[config.mk]
export PLATFORM = sky130hd
export DESIGN_NAME = mole_round_ctrl
export DESIGN_NICKNAME = d
export VERILOG_FILES = /design/src/rtl/mole_round_ctrl_pkg.sv /design/src/rtl/mole_round_ctrl_tick_timer.sv /design/src/rtl/mole_round_ctrl.sv
export SDC_FILE = /design/constraint.sdc
export NUM_CORES = 1
export LEC_CHECK = 0
export CORE_ASPECT_RATIO = 0.7
export CORE_MARGIN = 4
export CORE_UTILIZATION = 55
export DETAILED_ROUTE_END_ITERATION = 8
export PLACE_DENSITY = 0.89
export SKIP_CTS_REPAIR_TIMING = 1
export SLEW_MARGIN = 20
export SYNTH_ARGS = -nofsm -noshare
export SYNTH_HDL_FRONTEND = slang
export SYNTH_HIERARCHICAL = 1
export SYNTH_SLANG_ARGS = --single-unit
[constraint.sdc]
create_clock -name clk -period 4.4 [get_ports clk]
set_input_delay 1.1 -clock clk [delete_from_list [all_inputs] [get_ports clk]]
set_output_delay 1.1 -clock clk [all_outputs]
set_load 0.05 [all_outputs]
[src/rtl/mole_round_ctrl_pkg.sv]
// Shared definitions for the whack-a-mole round sequencer and its display logic.
package mole_round_ctrl_pkg;

  localparam int unsigned DEF_N = 3;

  typedef enum logic [2:0] {
    ST_IDLE     = 3'd0,
    ST_REQ      = 3'd1,
    ST_WAIT_SEL = 3'd2,
    ST_SHOW     = 3'd3,
    ST_GAP      = 3'd4,
    ST_END      = 3'd5
  } state_t;

  function automatic int unsigned max3(input int unsigned a, input int unsigned b,
                                       input int unsigned c);
    int unsigned m;
    m = (a > b) ? a : b;
    return (m > c) ? m : c;
  endfunction

endpackage

[src/rtl/mole_round_ctrl_tick_timer.sv]
// Loadable down-counter that stops at zero; zero flag is combinational from the count.
module tick_timer #(
  parameter int unsigned W = 4
) (
  input  logic         clk,
  input  logic         rst,
  input  logic         load,
  input  logic [W-1:0] value,
  output logic         zero
);

  logic [W-1:0] count;

  always_ff @(posedge clk) begin
    if (rst) begin
      count <= '0;
    end else if (load) begin
      count <= value;
    end else if (count != '0) begin
      count <= count - 1'b1;
    end
  end

  assign zero = (count == '0);

endmodule

[src/rtl/mole_round_ctrl.sv]
// Whack-a-mole round sequencer: draws 2^N moles from unique_selector, shows each, scores hits.
module mole_round_ctrl
  import mole_round_ctrl_pkg::*;
#(
  parameter int unsigned N           = DEF_N,
  parameter int unsigned SHOW_TICKS  = 16,
  parameter int unsigned GAP_TICKS   = 4,
  parameter int unsigned SEL_TIMEOUT = 32,
  parameter int unsigned SCORE_W     = 8
) (
  input  logic               clk,
  input  logic               rst,
  input  logic               start,
  input  logic               abort,
  input  logic [2**N-1:0]    hit_btn,
  output logic               sel_req,
  input  logic [N-1:0]       sel_num,
  input  logic               sel_done,
  input  logic               sel_all,
  output logic               sel_rst,
  output logic [2**N-1:0]    mole_onehot,
  output logic [SCORE_W-1:0] score,
  output logic [SCORE_W-1:0] miss,
  output logic               busy,
  output logic               round_done,
  output logic               sel_err
);

  localparam int unsigned M    = 2**N;
  localparam int unsigned TMAX = max3(SHOW_TICKS, GAP_TICKS, SEL_TIMEOUT);
  localparam int unsigned TW   = (TMAX > 1) ? $clog2(TMAX) : 1;
  localparam logic [M-1:0] ONE = M'(1);

  state_t        state_q, state_d;
  logic [N-1:0]  mole_idx;
  logic [N:0]    mole_cnt;
  logic          sel_all_q;
  logic          abort_rst_q;

  logic          tmr_load;
  logic [TW-1:0] tmr_val;
  logic          tmr_zero;

  logic clr, latch, hit, miss_inc, set_err, abort_rst;

  tick_timer #(.W(TW)) u_timer (
    .clk   (clk),
    .rst   (rst),
    .load  (tmr_load),
    .value (tmr_val),
    .zero  (tmr_zero)
  );

  // Loading N-1 makes each phase last exactly N cycles, counting the zero cycle.
  always_comb begin
    state_d   = state_q;
    tmr_load  = 1'b0;
    tmr_val   = '0;
    clr       = 1'b0;
    latch     = 1'b0;
    hit       = 1'b0;
    miss_inc  = 1'b0;
    set_err   = 1'b0;
    abort_rst = 1'b0;
    if (state_q != ST_IDLE && abort) begin
      state_d   = ST_IDLE;
      abort_rst = 1'b1;
    end else begin
      case (state_q)
        ST_IDLE: begin
          if (start) begin
            clr     = 1'b1;
            state_d = ST_REQ;
          end
        end
        ST_REQ: begin
          tmr_load = 1'b1;
          tmr_val  = TW'(SEL_TIMEOUT - 1);
          state_d  = ST_WAIT_SEL;
        end
        ST_WAIT_SEL: begin
          if (sel_done) begin
            latch    = 1'b1;
            tmr_load = 1'b1;
            tmr_val  = TW'(SHOW_TICKS - 1);
            state_d  = ST_SHOW;
          end else if (tmr_zero) begin
            set_err   = 1'b1;
            abort_rst = 1'b1;
            state_d   = ST_IDLE;
          end
        end
        ST_SHOW: begin
          if (hit_btn[mole_idx] || tmr_zero) begin
            hit      = hit_btn[mole_idx];
            miss_inc = ~hit_btn[mole_idx];
            tmr_load = 1'b1;
            tmr_val  = TW'(GAP_TICKS - 1);
            state_d  = ST_GAP;
          end
        end
        ST_GAP: begin
          if (tmr_zero) begin
            state_d = (mole_cnt == (N+1)'(M) || sel_all_q) ? ST_END : ST_REQ;
          end
        end
        ST_END:  state_d = ST_IDLE;
        default: state_d = ST_IDLE;
      endcase
    end
  end

  always_ff @(posedge clk) begin
    if (rst) begin
      state_q     <= ST_IDLE;
      mole_idx    <= '0;
      mole_cnt    <= '0;
      sel_all_q   <= 1'b0;
      abort_rst_q <= 1'b0;
      mole_onehot <= '0;
      score       <= '0;
      miss        <= '0;
      sel_err     <= 1'b0;
    end else begin
      state_q     <= state_d;
      abort_rst_q <= abort_rst;
      if (clr) begin
        score     <= '0;
        miss      <= '0;
        sel_err   <= 1'b0;
        mole_cnt  <= '0;
        sel_all_q <= 1'b0;
      end
      if (set_err) sel_err <= 1'b1;
      if (latch) begin
        mole_idx  <= sel_num;
        sel_all_q <= sel_all;
        if (mole_cnt != '1) mole_cnt <= mole_cnt + 1'b1;
      end
      if (hit && score != '1) score <= score + 1'b1;
      if (miss_inc && miss != '1) miss <= miss + 1'b1;
      mole_onehot <= (state_d == ST_SHOW) ? (latch ? (ONE << sel_num) : mole_onehot) : '0;
    end
  end

  assign busy       = (state_q != ST_IDLE);
  assign sel_req    = (state_q == ST_REQ);
  assign round_done = (state_q == ST_END);
  assign sel_rst    = round_done | abort_rst_q;

endmodule
==> results of run 1 <==
==> sequential cells by signal, indices dropped and copies added (netlist names) <==
name,count
state_q,3
sel_all_q,1
sel_err,1
abort_rst_q,1
mole_idx,3
mole_onehot,8
miss,8
mole_cnt,4
score,8
u_timer/count,5
==> synth_stat cells (2+ instances only) <==
library cell	number
nand4b_1	3
a211oi_1	2
or2_2	2
a21o_1	4
a31oi_1	3
ha_1	5
o21ai_0	4
nor2_1	19
buf_1	2
and2_1	3
nand2_1	27
dfxtp_1	42
nand3_1	10
nor3_1	5
nand2b_1	12
xor2_1	2
o21a_1	4
o221ai_1	4
a22o_1	2
nor4_2	2
a2111oi_0	2
clkbuf_1	9
or3_1	2
nor4b_1	4
nand4_1	5
or3b_1	2
inv_1	12
o211ai_1	6
mux2i_1	2
xnor2_1	4
nand3b_1	2
nor2b_1	3
mux2_2	4
a21oi_1	24
o31a_1	2
and3_1	9
==> stage by stage <==
stage | total power (µW) | cells
finish | 1080 | 372
global route | 1130 | 372
CTS | 1080 | 372
detailed placement | 703 | 364
global placement | 694 | 364
floorplan | 635 | 278
==> worst paths after layout <==
path	from	endpoint	cells after the start
max	state_q[1]$_SDFF_PP0_	sel_rst	4
min	mole_onehot[3]$_SDFFE_PP0P_	mole_onehot[3]$_SDFFE_PP0P_	2
max reg2reg	u_timer/count[0]$_SDFFE_PP0P_	u_timer/count[1]$_SDFFE_PP0P_	8
min reg2reg	mole_onehot[3]$_SDFFE_PP0P_	mole_onehot[3]$_SDFFE_PP0P_	2
==> worst max-delay path: cells and delay by family, from the launching register on <==
family        cells  cell delay (ns)
buf+inv           2             0.92
flops             1             0.48
simple gates      2             0.49
==> kinds of logic after synthesis <==
family,Yosys count,share of synthesized area [%]
adder cells (fa/ha/maj),6,3.07
flip-flops,42,35.6
AND/OR/NAND/NOR,119,29.3
multiplexers,7,3.23
XOR/XNOR,6,2.22
AO/OA/AOI/OAI,73,22.4
buffers and inverters,25,4.18
==> power groups by stage <==
| stage | clock network (µW) | registers, µW | logic, µW |
|---|---|---|---|
| 4_1_cts | 386 | 429 | 266 |
| 3_3_place_gp | 0 | 438 | 256 |
| 5_1_grt | 400 | 434 | 295 |
| 3_5_place_dp | 0 | 438 | 264 |
| 2_1_floorplan | 0 | 430 | 205 |
| 6_report | 385 | 431 | 270 |
==> cell type report <==
cell class / count / share of cell area, %
tap: 52 / 2.18
multi-input combinational: 211 / 47.7
clock buffer: 6 / 2.77
clock inverter: 2 / 2.01
sequential: 42 / 28.2
timing repair buffer: 47 / 15.6
inverter: 12 / 1.51
==> layer usage <==
metal	part of all wire [%]	wire length [µm]	up-vias
met5	0	0	-
met4	1.2	71	0
met3	6.9	407	9
met2	43	2560	96
met1	49	2870	1053
li1	-	-	1103
==> summary.md, run 1 <==
| Metric | Value |
|---|---|
| Run status | `finished, final reports clean` |
| Post-Place Setup Slack | `0.870 ns` |
| Number of standard-cell rows in the floorplan | `19` |
| Detailed Place HPWL | `4.27 mm` |
| Register-to-register path setup slack | `1.80 ns` |
| Antenna violations before repair | `0` |
| Final hold violation count | `0` |
| Gr busiest metal | `met2` |
| Area occupied by registers | `841 µm²` |
| Clock transition time at the flip-flop clock pins of the worst setup and hold paths | `0.08 ns` |
| Wire length per cell | `about 16 µm` |
| Crit. End Element | `output port` |
| Peak ir drop on the vdd network | `about 0.25 mV` |
| Number of different library cells in the post-synthesis netlist | `65` |
| Number of setup violations in the final report | `0` |
| Initial core utilization | `58.8%` |
| Post-layout util | `74.2%` |
| IO Pins | `46` |
| Endpoint required time on the critical path | `between 3 and 4 ns` |
| Vias in the first global route | `2202` |
| DR pass1 iterations | `4` |
| Pin count of the biggest net entering global routing | `19` |
| Met2 capacity usage during global routing | `35.2%` |
| Chip height | `62.8 µm` |
| Max-cap violations | `0` |
| Via count | `2261` |
| Vias per Instance | `approximately 6.1` |
| Die Span X | `86.3 µm` |
| Transition time of the tightest slew-check pin | `0.877 ns` |
| Setup ws final | `1.11 ns` |
| Sw Ratio | `30.1%` |
| Cell-by-cell listing of the critical path | `inv_1 -> and3_1 -> or2_2 -> clkdlybuf4s50_1` |
| Count of flip-flops with a built-in enable after synthesis | `0` |
| Cell area reported after detailed placement | `about 0.0028 mm²` |
| TritonCTS clock tree | `built` |
| Total Routed Length | `5.91 mm` |
| Combinational power share | `24.9%` |
| Achievable Freq | `roughly 300 MHz` |
| Cell at the root of the clock tree | `clkbuf_8` |
| First DRT Iteration DRCs | `206` |
| Internal Pwr Total | `around 760 µW` |
| Average cell area after synthesis | `8.50 µm²` |
| Fin crit share | `74.8%` |
| Sort of element at the start of the critical path | `flip-flop` |
| Insertion delay to the later sink of the worst-skew pair | `0.31 ns` |
| RSZ-0062 raised after global routing | `false` |
| Power share of the sequential group | `39.7%` |
| Area of the core | `0.00402 mm²` |
| Post-synthesis to final-layout area growth | `26.2%` |
| CP arrival | `approximately 2.2 ns` |
| Port bufs | `45` |
| Final critical path time including I/O delays and setup | `between 3 and 4 ns` |
| Number of flip-flops and latches in the synthesized netlist | `42` |
| Die area | `0.00542 mm²` |
| Clock tree sinks | `42` |
| Slowest CP cell | `clkdlybuf4s50_1` |
| Start-to-end type of the worst setup path | `flip-flop to output port` |
| Maximum net fanout on the critical path | `8` |
| Worst min path class | `flip-flop to flip-flop` |
| Area of combinational cells with multiple inputs | `0.00142 mm²` |
| Cell count after synthesis | `278` |
| Final weighted congestion in routability-driven placement | `0.868` |
| Clock buffers created by TritonCTS | `5` |
| Commonest non-fill, non-tap cell in the layout | `clkdlybuf4s50_1` |
| Ratio of total power to cell area | `364 mW/mm²` |
| Clock skew after layout | `between 0.006 and 0.007 ns` |
| Met3 usage in global routing | `about 4.1%` |
| Antenna-violating nets left | `0` |
| Switching component of the power | `327 µW` |
| Global-route wire length before repair | `10.2 mm` |
| Most used flip-flop cell after synthesis | `dfxtp_1` |
| Top-area cell type share of the netlist area | `35.6%` |
| Maximum buffer depth of the clock tree | `2` |
| Mapped Area | `roughly 0.0024 mm²` |
| Final routed DRC violation total | `0` |
| Final net count | `341` |
| Global route overflow | `0` |
| Worst hold slack | `0.452 ns` |
| Layout cells sized above 1 | `9.06%` |
| Yosys top cell by area | `dfxtp_1` |
| Async S/R FF share, synth | `0%` |
| Post-route design area | `0.00298 mm²` |
| Part of the Yosys area used for sequential elements | `35.6%` |
| Clk network pwr share | `35.4%` |
| Longest individual stage delay on the worst path | `around 0.70 ns` |
| Count of fill cells added during filler insertion | `288` |
| Met1 Usage GRT | `32.7%` |
| Synthesized Nets | `300` |
| All-layer global routing usage | `23.2%` |
| Cell types occupying the most area after synthesis | `dfxtp_1, a21oi_1, nand2_1, nand2b_1, nor2_1` |
| Synth warn | `6` |
| Leakage power summed over all cells | `0.00105 µW` |
| Final count of pins violating max slew | `0` |
| Htree depth | `2` |
| Commonest non-fill, non-tap cells in the layout | `clkdlybuf4s50_1, dfxtp_1, nand2_1, a21oi_1, nor2_1` |
| Count of inserted antenna diode cells | `0` |
| Setup TNS | `0 ns` |
| Worst slew slack as a fraction of its limit | `a little over 40%` |
Note: power is estimated with default switching activity, not from simulation.
==> run 2, diff against run 1 <==
--- a/config.mk
+++ b/config.mk
@@ -7,9 +7,9 @@
 export LEC_CHECK = 0
 export CORE_ASPECT_RATIO = 0.7
 export CORE_MARGIN = 4
-export CORE_UTILIZATION = 55
+export CORE_UTILIZATION = 47
 export DETAILED_ROUTE_END_ITERATION = 8
-export PLACE_DENSITY = 0.89
+export PLACE_DENSITY = 0.81
 export SKIP_CTS_REPAIR_TIMING = 1
 export SLEW_MARGIN = 20
 export SYNTH_ARGS = -nofsm -noshare
==> constraint.sdc (replaced) <==
create_clock -name clk -period 2.9 [get_ports clk]
set_input_delay 0.725 -clock clk [delete_from_list [all_inputs] [get_ports clk]]
set_output_delay 0.725 -clock clk [all_outputs]
set_load 0.05 [all_outputs]
==> run 2 against run 1 <==
Net effect:
- combinational power is 62% higher
- largest power group unchanged
- clock skew is 0.0018 ns higher
- utilization shrank 12 points
==> summary.md, run 2 (synthesis results as in run 1) <==
| Metric | Value |
|---|---|
| Run status | `finished, final reports clean` |
| Die Span X | `92.7 µm` |
| Count of fill cells added during filler insertion | `between 400 and 500` |
| Maximum buffer depth of the clock tree | `2` |
| Number of setup violations in the final report | `0` |
| Internal Pwr Total | `969 µW` |
| Power share of the sequential group | `44.9%` |
| Gr busiest metal | `met2` |
| Cell at the root of the clock tree | `clkbuf_8` |
| Chip height | `67.3 µm` |
| Leading registers by flop count | `miss: 8 flops, mole_onehot: 8 flops, score: 8 flops` |
| Clock tree sinks | `42` |
| Achievable Freq | `356 MHz` |
| Antenna-violating nets left | `0` |
| Number of standard-cell rows in the floorplan | `21` |
| Count of inserted antenna diode cells | `0` |
| Clk network pwr share | `24.9%` |
| Pin count of the biggest net entering global routing | `30` |
| Maximum net fanout on the critical path | `16` |
| Insertion delay to the later sink of the worst-skew pair | `approximately 0.30 ns` |
| TritonCTS clock tree | `built` |
| Met3 usage in global routing | `4.68%` |
| Register-to-register path setup slack | `approximately 0.57 ns` |
| Post-Place Setup Slack | `0.00435 ns` |
| Setup ws final | `roughly 0.090 ns` |
| Detailed Place HPWL | `4.17 mm` |
| Commonest non-fill, non-tap cell in the layout | `clkdlybuf4s50_1` |
| Vias per Instance | `5.58` |
| Cell area reported after detailed placement | `0.00293 mm²` |
| Htree depth | `2` |
| Port bufs | `45` |
| Ratio of total power to cell area | `482 mW/mm²` |
| Worst slew slack as a fraction of its limit | `64.6%` |
| Final weighted congestion in routability-driven placement | `around 0.86` |
| Final routed DRC violation total | `0` |
| Clock skew after layout | `between 0.008 and 0.009 ns` |
| Initial core utilization | `between 40% and 50%` |
| Total Routed Length | `5.61 mm` |
| Switching component of the power | `482 µW` |
| Antenna violations before repair | `0` |
| Vias in the first global route | `2094` |
| First DRT Iteration DRCs | `97` |
| Peak ir drop on the vdd network | `0.202 mV` |
| Global route overflow | `0` |
| Met1 Usage GRT | `between 20% and 30%` |
| Sw Ratio | `33.2%` |
| Leakage power summed over all cells | `0.00107 µW` |
| Clock transition time at the flip-flop clock pins of the worst setup and hold paths | `0.08 ns` |
| Post-route design area | `between 0.003 and 0.004 mm²` |
| RSZ-0062 raised after global routing | `false` |
| Final net count | `between 300 and 400` |
| Post-synthesis to final-layout area growth | `27.5%` |
| All-layer global routing usage | `a little under 20%` |
| Final hold violation count | `0` |
| Via count | `between 2000 and 2500` |
| Worst min path class | `flip-flop to flip-flop` |
| Clock buffers created by TritonCTS | `5` |
| Crit. End Element | `output port` |
| Endpoint required time on the critical path | `~2.2 ns` |
| Start-to-end type of the worst setup path | `flip-flop to output port` |
| IO Pins | `46` |
| Final count of pins violating max slew | `0` |
| Combinational power share | `30.2%` |
| Sort of element at the start of the critical path | `flip-flop` |
| Die area | `0.00624 mm²` |
| CP arrival | `2.09 ns` |
| Transition time of the tightest slew-check pin | `0.529 ns` |
| Wire length per cell | `14.2 µm` |
| Layout cells sized above 1 | `11.0%` |
| Setup TNS | `0 ns` |
| Met2 capacity usage during global routing | `28.5%` |
| Max-cap violations | `0` |
| Fin crit share | `96.9%` |
| Final critical path time including I/O delays and setup | `about 2.8 ns` |
| Commonest non-fill, non-tap cells in the layout | `clkdlybuf4s50_1, dfxtp_1, nand2_1, a21oi_1, nor2_1` |
| Area of the core | `between 0.004 and 0.005 mm²` |
| Global-route wire length before repair | `9.87 mm` |
| DR pass1 iterations | `4` |
-- run 2: cell count changes in the layout (fill, tap and decap cells not counted) --
cell,previous run,this run
buf_12,0,1
buf_4,2,9
bufinv_16,2,0
clkbuf_8,6,5
clkinv_2,0,2
-- run 2: worst max-delay path: stages (launching register included) --
cell,delay (ns)
dfxtp_1,0.63
and3_1,0.26
or2_2,0.11
clkdlybuf4s50_1,0.79
-- run 2: path summary, 6_finish.rpt --
| check | from | end | cells past startpoint |
|---|---|---|---|
| worst max-delay path | state_q[0]$_SDFF_PP0_ | sel_rst | 3 |
| worst min-delay path | mole_onehot[5]$_SDFFE_PP0P_ | mole_onehot[5]$_SDFFE_PP0P_ | 2 |
| worst max register to register | mole_idx[0]$_SDFFE_PP0P_ | u_timer/count[2]$_SDFFE_PP0P_ | 7 |
| worst min register to register | mole_onehot[5]$_SDFFE_PP0P_ | mole_onehot[5]$_SDFFE_PP0P_ | 2 |
-- run 2: cell type report --
class | instances | area (µm²) | share of cell area, %
multi-input combinational | 211 | 1420 | 47.2
sequential | 42 | 841 | 27.9
timing repair buffer | 55 | 538 | 17.9
tap | 69 | 86.3 | 2.87
clock buffer | 5 | 68.8 | 2.29
inverter | 12 | 45.0 | 1.50
clock inverter | 2 | 10.0 | 0.332
-- run 2: per-layer routing --
metal	vias to the layer above	routed length, µm
met5	-	0
met4	0	112
met3	12	304
met2	64	2340
met1	1010	2860
li1	1125	-
-- run 2: metrics by stage --
stage               hold slack (ns)  total power (µW)  instances  util (%)
floorplan                     0.466               964        278         -
global route                  0.479              1530        396      62.6
detailed placement            0.447              1100        389      61.0
CTS                           0.458              1460        396      62.6
global placement              0.439              1080        389      61.0
finish                        0.454              1450        396      62.6
-- run 2: power by group through the flow --
| stage | clock (µW) | combinational, µW | sequential (µW) |
|---|---|---|---|
| 3_5_place_dp | 0 | 433 | 664 |
| 5_1_grt | 396 | 479 | 658 |
| 3_3_place_gp | 0 | 421 | 663 |
| 6_report | 362 | 438 | 652 |
| 4_1_cts | 373 | 434 | 651 |
| 2_1_floorplan | 0 | 311 | 652 |
==> run 3, diff against run 2 <==
--- a/config.mk
+++ b/config.mk
@@ -5,7 +5,7 @@
 export SDC_FILE = /design/constraint.sdc
 export NUM_CORES = 1
 export LEC_CHECK = 0
-export CORE_ASPECT_RATIO = 0.7
+export CORE_ASPECT_RATIO = 1.5
 export CORE_MARGIN = 4
 export CORE_UTILIZATION = 47
 export DETAILED_ROUTE_END_ITERATION = 8
==> run 3 against run 2 <==
Net effect:
- sequential share of layout area fell by 0.33 points
- highest routed layer unchanged
- total power rose by 7.6%
- die area barely moved
- critical path type unchanged
- final area rose by 1.2%
==> summary.md, run 3 (synthesis results as in run 1) <==
| Metric | Value |
|---|---|
| Max-cap violations | `0` |
| Final routed DRC violation total | `0` |
| Origin of the critical flop-to-flop path | `mole_idx[0]$_SDFFE_PP0P_` |
| Final weighted congestion in routability-driven placement | `0.834` |
| Clock tree sinks | `42` |
| Transition time of the tightest slew-check pin | `0.531 ns` |
| Crit. End Element | `output port` |
| Ratio of total power to cell area | `512 mW/mm²` |
| Layout cells sized above 1 | `12.1%` |
| Maximum net fanout on the critical path | `8` |
| Count of cells along the worst register-to-register path | `8` |
| Depth of the worst hold-timing path | `2` |
| Worst setup path start | `state_q[1]$_SDFF_PP0_` |
| Leakage power summed over all cells | `0.00109 µW` |
| Clock skew after layout | `0.0115 ns` |
| Vias in the first global route | `between 2000 and 2500` |
| Post-layout util | `62.9%` |
| Final hold violation count | `0` |
| Initial core utilization | `about half` |
| Global-route wire length before repair | `9.72 mm` |
| Commonest non-fill, non-tap cells in the layout | `clkdlybuf4s50_1, dfxtp_1, nand2_1, a21oi_1, nor2_1` |
| Number of setup violations in the final report | `0` |
| IO Pins | `46` |
| Run status | `finished, final reports clean` |
| Die Span X | `about 66 µm` |
| Htree depth | `2` |
| Worst min path class | `flip-flop to flip-flop` |
| Wire length per cell | `14.3 µm` |
| Final count of pins violating max slew | `0` |
| Count of inserted antenna diode cells | `0` |
| Insertion delay to the later sink of the worst-skew pair | `0.30 ns` |
| Clock transition time at the flip-flop clock pins of the worst setup and hold paths | `~0.080 ns` |
| Fin crit share | `93.3%` |
| Total Routed Length | `around 5.7 mm` |
| Port bufs | `45` |
| Sort of element at the start of the critical path | `flip-flop` |
| Leading registers by flop count | `miss: 8 flops, mole_onehot: 8 flops, score: 8 flops` |
| Area of the core | `a little under 0.005 mm²` |
| Cell at the root of the clock tree | `clkbuf_8` |
| Via count | `2227` |
| Total power draw | `about 1600 µW` |
| All-layer global routing usage | `about a fifth` |
| Post-synthesis to final-layout area growth | `29.0%` |
| Chip height | `94.8 µm` |
| Final critical path time including I/O delays and setup | `~2.7 ns` |
| RSZ-0062 raised after global routing | `false` |
| Capturing point of the worst reg2reg path | `u_timer/count[0]$_SDFFE_PP0P_` |
| Detailed Place HPWL | `4.13 mm` |
| Die area | `0.00625 mm²` |
| Number of standard-cell rows in the floorplan | `31` |
| Worst min-delay path startpoint | `mole_onehot[3]$_SDFFE_PP0P_` |
| Achievable Freq | `~370 MHz` |
| Start-to-end type of the worst setup path | `flip-flop to output port` |
| Setup TNS | `0 ns` |
| DR pass1 iterations | `4` |
| Maximum buffer depth of the clock tree | `2` |
| Vias per Instance | `5.61` |
| Register-to-register path setup slack | `0.67 ns` |
| Clock buffers created by TritonCTS | `5` |
| Longest individual stage delay on the worst path | `0.70 ns` |
| Global route overflow | `0` |
| CP arrival | `1.98 ns` |
| Slowest CP cell | `clkdlybuf4s50_1` |
| First DRT Iteration DRCs | `137` |
| TritonCTS clock tree | `built` |
| Cell-by-cell listing of the critical path | `inv_1 -> and3_1 -> or2_2 -> clkdlybuf4s50_1` |
| Antenna violations before repair | `0` |
| Pin count of the biggest net entering global routing | `20` |
| Commonest non-fill, non-tap cell in the layout | `clkdlybuf4s50_1` |
| Worst slew slack as a fraction of its limit | `between 60 and 70%` |
| Endpoint required time on the critical path | `2.17 ns` |
| Antenna-violating nets left | `0` |
| Worst hold slack | `0.464 ns` |
| Final net count | `between 300 and 400` |
| End of the worst hold path | `mole_onehot[3]$_SDFFE_PP0P_` |
| Peak ir drop on the vdd network | `roughly 0.27 mV` |
run 3: worst max-delay path: cells and delay by family, from the launching register on:
family                 cells  cell delay [ns]
flip-flops                 1             0.46
buffers and inverters      2             0.78
AND/OR/NAND/NOR            2             0.44
run 3: metrics by stage:
stage	cell area (µm²)	setup slack, ns	std cells
6_report	3050	0.195	397
5_1_grt	3050	0.0909	397
4_1_cts	3050	0.205	397
3_5_place_dp	2940	0.0950	389
3_3_place_gp	2940	0.121	389
2_1_floorplan	2360	0.471	278
run 3: final cells by class:
cell class / instances / area, µm²
Fill cell: 423 / 1800
Multi-Input combinational cell: 211 / 1420
Sequential cell: 42 / 841
Timing Repair Buffer: 58 / 548
Tap cell: 66 / 82.6
Clock buffer: 5 / 68.8
Inverter: 12 / 45.0
Clock inverter: 3 / 40.0
run 3: report_power, final:
group	internal (µW)	switching (µW)
registers	608	39.3
logic	204	250
clock network	254	207
run 3: worst max-delay path by stage:
stage	to	cells past startpoint	slack, ns
6_report	sel_rst	4	0.20
5_1_grt	sel_rst	4	0.09
3_5_place_dp	u_timer/count[2]$_SDFFE_PP0P_	8	0.09
2_1_floorplan	u_timer/count[1]$_SDFFE_PP0P_	8	0.47
3_3_place_gp	u_timer/count[2]$_SDFFE_PP0P_	8	0.12
4_1_cts	sel_rst	4	0.20
run 3: layer usage:
| metal | vias to the layer above | part of all wire, % | track usage, % |
|---|---|---|---|
| li1 | 1126 | - | - |
| met1 | 1049 | 43 | 22.6 |
| met2 | 44 | 52 | 34.6 |
| met3 | 8 | 3.9 | 3.93 |
| met4 | 0 | 1.3 | 7.09 |
| met5 | - | 0 | 0 |
